==> src/rtl/acumulador_mac.sv <==
// acumulador_mac: saturating signed fixed-point multiply-accumulate stage.
// Sums a frame of Terminos products (Q Magnitud.Decimal, sign included) with
// symmetric clamping, then presents the sum for one cycle with a listo pulse
// and a sticky overflow flag for that frame.
module acumulador_mac #(
   parameter int Decimal  = 16,
   parameter int Magnitud = 8,
   parameter int N        = Decimal + Magnitud + 1,
   parameter int Terminos = 8
) (
   input  logic         clk,
   input  logic         reset,
   input  logic         inicio,
   input  logic         dato_valido,
   input  logic [N-1:0] dato,
   output logic         ocupado,
   output logic         listo,
   output logic [N-1:0] resultado,
   output logic         desborde
);

   localparam int CW = $clog2(Terminos + 1);

   localparam logic [1:0] REPOSO  = 2'd0;
   localparam logic [1:0] ACUMULA = 2'd1;
   localparam logic [1:0] ENTREGA = 2'd2;

   // Symmetric limits held one bit wider than the word so the raw sum compares directly.
   localparam logic signed [N:0] MAXIMO = {2'b00, {(N-1){1'b1}}};
   localparam logic signed [N:0] MINIMO = {2'b11, {(N-2){1'b0}}, 1'b1};
   // The most negative code has no positive mirror; it is folded onto MINIMO.
   localparam logic [N-1:0] CODIGO_PROHIBIDO = {1'b1, {(N-1){1'b0}}};

   logic [1:0]    estado_q, estado_d;
   logic [N-1:0]  acc_q, acc_d;
   logic [CW-1:0] cuenta_q, cuenta_d;
   logic          flag_q, flag_d;
   logic [N-1:0]  resultado_q, resultado_d;
   logic          desborde_q, desborde_d;

   logic [N-1:0]        dato_ef;
   logic signed [N:0]   suma;
   logic [N-1:0]        suma_sat;
   logic                recorte;
   logic [CW-1:0]       cuenta_sig;

   // Saturating add of the running sum and the (sanitised) incoming product.
   always_comb begin
      dato_ef  = (dato == CODIGO_PROHIBIDO) ? MINIMO[N-1:0] : dato;
      suma     = $signed({acc_q[N-1], acc_q}) + $signed({dato_ef[N-1], dato_ef});
      suma_sat = suma[N-1:0];
      recorte  = 1'b0;
      if (suma > MAXIMO) begin
         suma_sat = MAXIMO[N-1:0];
         recorte  = 1'b1;
      end else if (suma < MINIMO) begin
         suma_sat = MINIMO[N-1:0];
         recorte  = 1'b1;
      end
      cuenta_sig = cuenta_q + CW'(1);
   end

   // Frame sequencing: idle, accept Terminos products, deliver for one cycle.
   always_comb begin
      estado_d    = estado_q;
      acc_d       = acc_q;
      cuenta_d    = cuenta_q;
      flag_d      = flag_q;
      resultado_d = resultado_q;
      desborde_d  = desborde_q;
      case (estado_q)
         REPOSO: begin
            if (inicio) begin
               acc_d    = '0;
               cuenta_d = '0;
               flag_d   = 1'b0;
               estado_d = ACUMULA;
            end
         end
         ACUMULA: begin
            if (dato_valido) begin
               acc_d    = suma_sat;
               cuenta_d = cuenta_sig;
               flag_d   = flag_q | recorte;
               if (cuenta_sig == CW'(Terminos)) begin
                  estado_d    = ENTREGA;
                  resultado_d = suma_sat;
                  desborde_d  = flag_q | recorte;
               end
            end
         end
         ENTREGA: begin
            estado_d = REPOSO;
         end
         default: begin
            estado_d = REPOSO;
         end
      endcase
   end

   // State registers; reset aborts any frame and clears the delivered result.
   always_ff @(posedge clk or negedge reset) begin
      if (!reset) begin
         estado_q    <= REPOSO;
         acc_q       <= '0;
         cuenta_q    <= '0;
         flag_q      <= 1'b0;
         resultado_q <= '0;
         desborde_q  <= 1'b0;
      end else begin
         estado_q    <= estado_d;
         acc_q       <= acc_d;
         cuenta_q    <= cuenta_d;
         flag_q      <= flag_d;
         resultado_q <= resultado_d;
         desborde_q  <= desborde_d;
      end
   end

   assign ocupado   = (estado_q != REPOSO);
   assign listo     = (estado_q == ENTREGA);
   assign resultado = resultado_q;
   assign desborde  = desborde_q;

endmodule

==> config.mk <==
export PLATFORM = sky130hd
export DESIGN_NAME = acumulador_mac
export DESIGN_NICKNAME = d
export VERILOG_FILES = /design/src/rtl/acumulador_mac.sv
export SDC_FILE = /design/constraint.sdc
export NUM_CORES = 1
export LEC_CHECK = 0
export ABC_AREA = 0
export ABC_CLOCK_PERIOD_IN_PS = 6050
export CAP_MARGIN = 10
export CORE_ASPECT_RATIO = 1.4
export CORE_MARGIN = 2
export CORE_UTILIZATION = 54
export DETAILED_ROUTE_END_ITERATION = 8
export PLACE_DENSITY = 0.79
export SLEW_MARGIN = 20
export SYNTH_ARGS = -nofsm -noshare
export SYNTH_HDL_FRONTEND = slang
export SYNTH_SLANG_ARGS = --single-unit
==> constraint.sdc <==
create_clock -name clk -period 6.05 [get_ports clk]
set_input_delay 0.9075 -clock clk [delete_from_list [all_inputs] [get_ports clk]]
set_output_delay 0.9075 -clock clk [all_outputs]
set_load 0.02 [all_outputs]
==> metrics.md, run 1 <==
| Metric | Value |
|---|---|
| Total Wirelength | 12300 um |
| Worst path arrival time | 5.30 ns |
| Final min period | 5.07 ns |
| WL/cell | 19.7 um |
| Drt pass-1 iters | 6 |
| Placeable Area | 7650 um^2 |
| Cell Area, Synth | 4220 um^2 |
| DR iter-0 viols | 352 |
| Crit path capture type | register |
| Yosys warnings | 0 |
| Mean Syn Cell Area | 8.40 um^2 |
| Antenna cells | 0 |
| Insertion delay to the later sink of the worst-skew pair | 0.34 ns |
| Port Buffers | 56 |
| Max_slew headroom | 46.5% |
| Final layout net count | 578 |
| Leak pwr | 0.00214 uW |
| RSZ-0062 raised after global routing | no |
| Root Buffer Master | clkbuf_8 |
| Final Max Tran Viols | 0 |
| Vias in the first global route | 3946 |
| Gpl congestion | 0.970 |
| Total negative slack | 0 ns |
| Vias/cell | 6.46 |
| Synth unique cells | 62 |
| CTS tree | done |
| Design Area, Final | 4930 um^2 |
| Clock sinks | 58 |
| Skew final | 0.00644 ns |
| Post-synth net total | 559 |
| Placed Instance Area | 4740 um^2 |
| Max incr delay on CP | 0.68 ns |
| Post-Syn Instances | 503 |
| DRC | 0 |
| Fillcell total | 678 |
| Synth top area share | 34.4% |
| Crit path max fanout | 17 |
| Largest cells by area after synthesis | dfrtp_1, ha_1, o31ai_1 |
| Sw Share | 50.3% |
| Post-synth top flop | dfrtp_1 |
| Share of cells above drive strength 1 | 6.46% |
| Cts bufs inserted | 9 |
| CP required | 6.28 ns |
| Combinational power share | 66.7% |
| Setup violators final | 0 |
| Reg clk slew, reported paths | 0.06 ns |
| Cell taking the most area after synthesis | dfrtp_1 |
| Net Switching | 1600 uW |
| Num ports | 57 |
| # Post-CTS Setup Buffers | 0 |
| Kind of critical path | input pin to register |
| Sequential Area | 1450 um^2 |
| Register area share after synthesis | 34.4% |
| Area occupied by multi-input gates | 2550 um^2 |
| Die W | 78.7 um |
| Antenna violations before repair | 0 |
| Die area | 8550 um^2 |
| Max-cap violations | 0 |
| EDFF count, synth | 0 |
| Fmax | 197 MHz |
| Seq pwr share | 22.8% |
| Largest net degree at the start of global routing | 59 |
| Post-cts resize count | 0 |
| Global-route wire length before repair | 19600 um |
| Clk buf depth | 2 |
| Cell Pwr Density | 648 nW/um^2 |
| Total grt overflow | 0 |
| Slowest stage cell on the critical path | o211ai_1 |
| Min Hold Slack | 0.466 ns |
| Crit start category | input pin |
| Int Power | 1590 uW |
| Max IR drop VDD | 0.345 mV |
| Final Hold Fails | 0 |
| #FFs+latches synth | 58 |
| Tcrit/Tclk final | 83.9% |
| Min-delay worst type | register to register |
| Worst Tran Pin Value | 0.799 ns |
| CTS Hold Bufs | 0 |
| Die Ht | 109 um |
| Initial Util | 55.2% |
| CTS H-Tree Depth | 3 |
| Area grow syn2layout | 16.7% |
| CP Buf/Inv Count | 1 |
| Vias after detailed routing | 4042 |
| Family with the most delay on the worst path | compound AO/OA/AOI/OAI gates |
| Status | finished, final reports clean |
| CP Cell Sequence | clkdlybuf4s50_1 -> nor4_1 -> nand2_1 -> nor4b_1 -> a41o_1 -> ha_1 -> fa_1 -> a21o_1 -> a221o_1 -> a211oi_2 -> a21oi_1 -> o211ai_1 -> o211a_1 -> nor2_1 -> o31ai_1 |
| Clock share of power | 10.5% |
| Num rows | 38 |
| Fraction of registers with async set/reset | 100% |
| DRT antenna net count | 0 |
| GRT Total Usage | 29.9% |
| Detailed Place HPWL | 9370 um |
-- registers in the layout (all words and copies together), names as in the netlist --
register and count:
estado_q 2, cuenta_q 4, desborde 1, acc_q 25, resultado 25, flag_q 1
-- cell type report --
class                      count  area share [%]
clock buffer                  13            3.63
clock inverter                 2           0.203
inverter                       9           0.686
multi-input combinational    385            51.8
sequential                    58            29.5
tap                          100            2.54
timing repair buffer          59            11.7
-- stage by stage --
step	utilization (%)	power, uW	worst slack, ns	instances
floorplan	-	2180	1.91	503
global placement	61.8	2760	0.784	611
detailed placement	61.9	2810	0.693	611
CTS	64.4	3160	1.04	626
global route	64.4	3410	0.692	626
finish	64.4	3190	0.975	626
-- power by group through the flow --
| stage | clock (uW) | sequential, uW | combinational (uW) |
|---|---|---|---|
| floorplan | 0 | 763 | 1410 |
| global placement | 0 | 727 | 2030 |
| detailed placement | 0 | 731 | 2080 |
| CTS | 339 | 725 | 2100 |
| global route | 356 | 741 | 2320 |
| finish | 334 | 728 | 2130 |
-- routing by layer --
metal  wire [um]  global-route usage [%]  up-vias
met2        6260                    52.8      168
met1        4770                    33.7     1944
li1            -                       -     1885
met3         543                    6.04       45
met5           0                       0        -
met4         745                    16.2        0
-- worst reg2reg max path, stage by stage, from the launching register on --
cell and delay (ns):
dfrtp_1 0.41, ha_1 0.24, fa_1 0.40, a21o_1 0.21, a221o_1 0.42, a211oi_2 0.34
a21oi_1 0.12, o211ai_1 0.68, o211a_1 0.62, nor2_1 0.16, o31ai_1 0.26
-- synth_stat cells (all sizes together), types with 3 or more instances --
library cell and number:
o21ai 19, buf 4, a31oi 5, nand4 12, a21boi 3, and2 9, o21a 9, o2111ai 3
a21o 9, nor2 34, inv 9, xnor2 5, clkbuf 47, or4 3, nor2b 5, xor2 7
ha 26, o31ai 35, o22ai 3, a21oi 27, and4 5, maj3 3, or2 4, nand2 67
nand3 6, dfrtp 58, nand3b 3, a22o 12, and3 6, nand2b 4, nor3 9, a211oi 6
o211ai 5, or3 5, nor4 8
-- cell families (layout without fill, tap and decap cells) --
family,count (synthesis),after routing,synth area share (%)
AO/OA/AOI/OAI,156,156,26.4
XOR/XNOR,12,12,2.49
adder cells (fa/ha/maj),30,30,8.89
buffers and inverters,60,83,5.57
flip-flops,58,58,34.4
multiplexers,3,3,0.741
AND/OR/NAND/NOR,184,184,21.5
-- cell usage in the layout (no fill, tap or decap), types with 11 or more instances in the layout --
cell / netlist / routed
a21oi_1: 26 / 25
a22o_1: 11 / 11
clkbuf_8: 0 / 13
clkdlybuf4s50_1: 0 / 55
dfrtp_1: 58 / 58
ha_1: 26 / 26
nand2_1: 67 / 67
nand4_1: 12 / 12
nor2_1: 34 / 33
o21ai_0: 19 / 19
o31ai_1: 35 / 35
-- worst paths after layout --
kind / startpoint / end / slack (ns) / cells after the start
worst max-delay path: dato[1] / acc_q[3] / 0.98 / 15
worst min-delay path: estado_q[1] / estado_q[0] / 0.47 / 1
worst max register to register: acc_q[0] / acc_q[3] / 2.08 / 10
worst min register to register: estado_q[1] / estado_q[0] / 0.47 / 1
max in group asynchronous: reset / acc_q[8] / 4.87 / 2
min in group asynchronous: reset / acc_q[5] / 0.71 / 2
Power figures use the tool's default switching activity.
==> run 2: changes to the inputs <==
Settings changed: ABC_CLOCK_PERIOD_IN_PS 6050 to 4810.
Clock period 6.05 ns to 4.81 ns, I/O delays scaled along.
==> run 2 against run 1 <==
Clock skew rose by 0.0037 ns. Routed wire length fell by 2.4%. Sequential share of layout area fell by 0.55 points. Cell count rose by 1.6%. Core utilization rose by 1.2 points. Hold slack got worse by 0.0014 ns. Sequential power rose by 23%. Critical endpoint is now acc_q[1]. Largest power group unchanged.
==> metrics.md, run 2 (synthesized netlist as in run 1, its figures left out) <==
| Metric | Value |
|---|---|
| Status | finished, final reports clean |
| Die Ht | 109 um (unchanged) |
| R2r setup slk | 1.18 ns (-0.90 ns) |
| Fillcell total | 646 (-4.7%) |
| Final min period | 4.53 ns |
| Num ports | 57 (unchanged) |
| Root Buffer Master | clkbuf_8 |
| Drt pass-1 iters | 5 (-1) |
| Area grow syn2layout | 18.9% |
| Reg2reg start | acc_q[4] |
| Worst path arrival time | 4.72 ns (-0.58 ns) |
| Final layout net count | 587 (+1.6%) |
| Hold Crit Start | estado_q[1] |
| CTS Hold Bufs | 0 (unchanged) |
| Die area | 8550 um^2 (unchanged) |
| Kind of critical path | input pin to register |
| # Post-CTS Setup Buffers | 0 (unchanged) |
| Max incr delay on CP | 0.54 ns (-0.14 ns) |
| Fmax | 221 MHz |
| Port Buffers | 56 (unchanged) |
| CP required | 5.00 ns (-1.28 ns) |
| Total Wirelength | 12000 um (-2.4%) |
| Largest net degree at the start of global routing | 59 (unchanged) |
| Reg clk slew, reported paths | 0.06 ns (about the same) |
| Antenna cells | 0 (unchanged) |
| Final Max Tran Viols | 0 (unchanged) |
| Max IR drop VDD | 0.494 mV (+43%) |
| Num rows | 38 (unchanged) |
| CTS H-Tree Depth | 3 (unchanged) |
| GRT Total Usage | 28.9% (-1.0 points) |
| DRT antenna net count | 0 (unchanged) |
| RSZ-0062 raised after global routing | no |
| WHS Endpoint | estado_q[0] |
| Cts bufs inserted | 9 (unchanged) |
| Hold-critical path depth | 1 (unchanged) |
| Skew final | 0.0102 ns (+0.00374 ns) |
| Antenna violations before repair | 0 (unchanged) |
| Gpl congestion | 0.953 (-1.7%) |
| Crit path capture type | register |
| Slowest stage cell on the critical path | clkdlybuf4s50_1 |
| RR Endpoint | acc_q[1] |
| Worst Tran Pin Value | 0.726 ns (-0.0723 ns) |
| Detailed Place HPWL | 9270 um (-1.0%) |
| Total negative slack | 0 ns (unchanged) |
| Final Hold Fails | 0 (unchanged) |
| Vias after detailed routing | 4037 (-0.12%) |
| DR iter-0 viols | 298 (-15%) |
| CP Cell Sequence | clkdlybuf4s50_1 -> nor4_1 -> nand2_1 -> nor4b_1 -> a41o_1 -> ha_1 -> fa_1 -> a21o_1 -> a221o_1 -> a21bo_1 -> xor2_1 -> or4_1 -> nor4_1 -> nand4_1 -> a21oi_1 -> o31ai_1 |
| CTS tree | done |
| FF-to-FF path depth | 10 (unchanged) |
| Leak pwr | 0.00219 uW (+2.3%) |
| Share of cells above drive strength 1 | 7.65% (+1.2 points) |
| Vias in the first global route | 3838 (-2.7%) |
| Crit path max fanout | 7 (-10) |
| Setup violators final | 0 (unchanged) |
| Most common cell on crit path | nor4_1 |
| Die W | 78.7 um (unchanged) |
| Min-delay worst type | register to register |
| Max-cap violations | 0 (unchanged) |
| Total grt overflow | 0 (unchanged) |
| Placeable Area | 7650 um^2 (unchanged) |
| Cell Pwr Density | 831 nW/um^2 (+28%) |
| Most frequent cells in the layout | nand2_1, dfrtp_1, clkdlybuf4s50_1, o31ai_1, nor2_1 |
| Vias/cell | 6.35 (-1.7%) |
| Crit start category | input pin |
| Clock sinks | 58 (unchanged) |
| Max_slew headroom | 51.6% (+5.1 points) |
| Most common cell after layout, fill and taps aside | nand2_1 |
| DRC | 0 (unchanged) |
| WL/cell | 18.9 um (-4.0%) |
| Initial Util | 55.2% (unchanged) |
| Global-route wire length before repair | 18900 um (-3.3%) |
| Crit path launch | dato[22] |
| Final core utilization | 65.6% (+1.2 points) |
| Insertion delay to the later sink of the worst-skew pair | 0.33 ns (about the same) |
| Post-cts resize count | 0 (unchanged) |
| Tcrit/Tclk final | 94.2% |
| Clk buf depth | 2 (unchanged) |
run 2: cell count changes in the layout (fill, tap and decap cells not counted), sizes merged:
cell,before,now
buf,4,13
bufinv,0,1
clkbuf,13,14
clkinv,2,1
run 2: where the power goes:
part           internal [uW]  switching, uW  leakage, uW
Clock                    267            180     0.000101
Combinational           1140           1680      0.00138
Sequential               724            172     0.000716
Total                   2130           2040      0.00219
run 2: layout make-up:
cell class,count,area [um^2],share of cell area (%)
Clock buffer,14,163,3.24
Clock inverter,2,35.0,0.698
Inverter,9,33.8,0.673
Multi-Input combinational cell,385,2540,50.6
Sequential cell,58,1450,28.9
Tap cell,100,125,2.49
Timing Repair Buffer,68,671,13.4
run 2: routing by layer:
metal	routed length, um	part of all wire [%]	GRT usage [%]	vias up
li1	-	-	-	1908
met1	4570	38	31.8	1934
met2	6310	52	52.7	154
met3	661	5.5	6.04	41
met4	481	4.0	13.5	0
met5	0	0	0	-
run 2: worst max path at each step:
stage | endpoint | slack (ns) | cells after the start
after floorplan | acc_q[1] | 0.85 | 16
after global placement | acc_q[2] | 0.07 | 16
after detailed placement | acc_q[1] | -0.01 | 16
after CTS | acc_q[1] | 0.33 | 16
after global routing | acc_q[1] | 0.08 | 16
final | acc_q[1] | 0.28 | 16
run 2: stage by stage:
stage                     power (uW)  hold slack [ns]  area (um^2)  instances  setup slack, ns
after floorplan                 2740            0.426         4220        503            0.854
after global placement          3610            0.462         4820        620           0.0714
after detailed placement        3680            0.464         4820        620          -0.0141
after CTS                       4140            0.473         5020        636            0.327
after global routing            4440            0.493         5020        636           0.0813
final                           4170            0.465         5020        636            0.278
run 2: worst max-delay path, delay by kind of cell:
kind	cells	cell delay (ns)
AOI/OAI and AO/OA	6	1.50
xor gates and xnor gates	1	0.14
adders and majority gates	2	0.60
buffers and inverters	1	0.54
and+or+nand+nor	6	1.20
==> run 3: changes to the inputs <==
Settings changed: CTS_CLUSTER_DIAMETER set to 60.
==> results of run 3 <==
The final DEF is identical to that of run 2; final timing and power are the same.
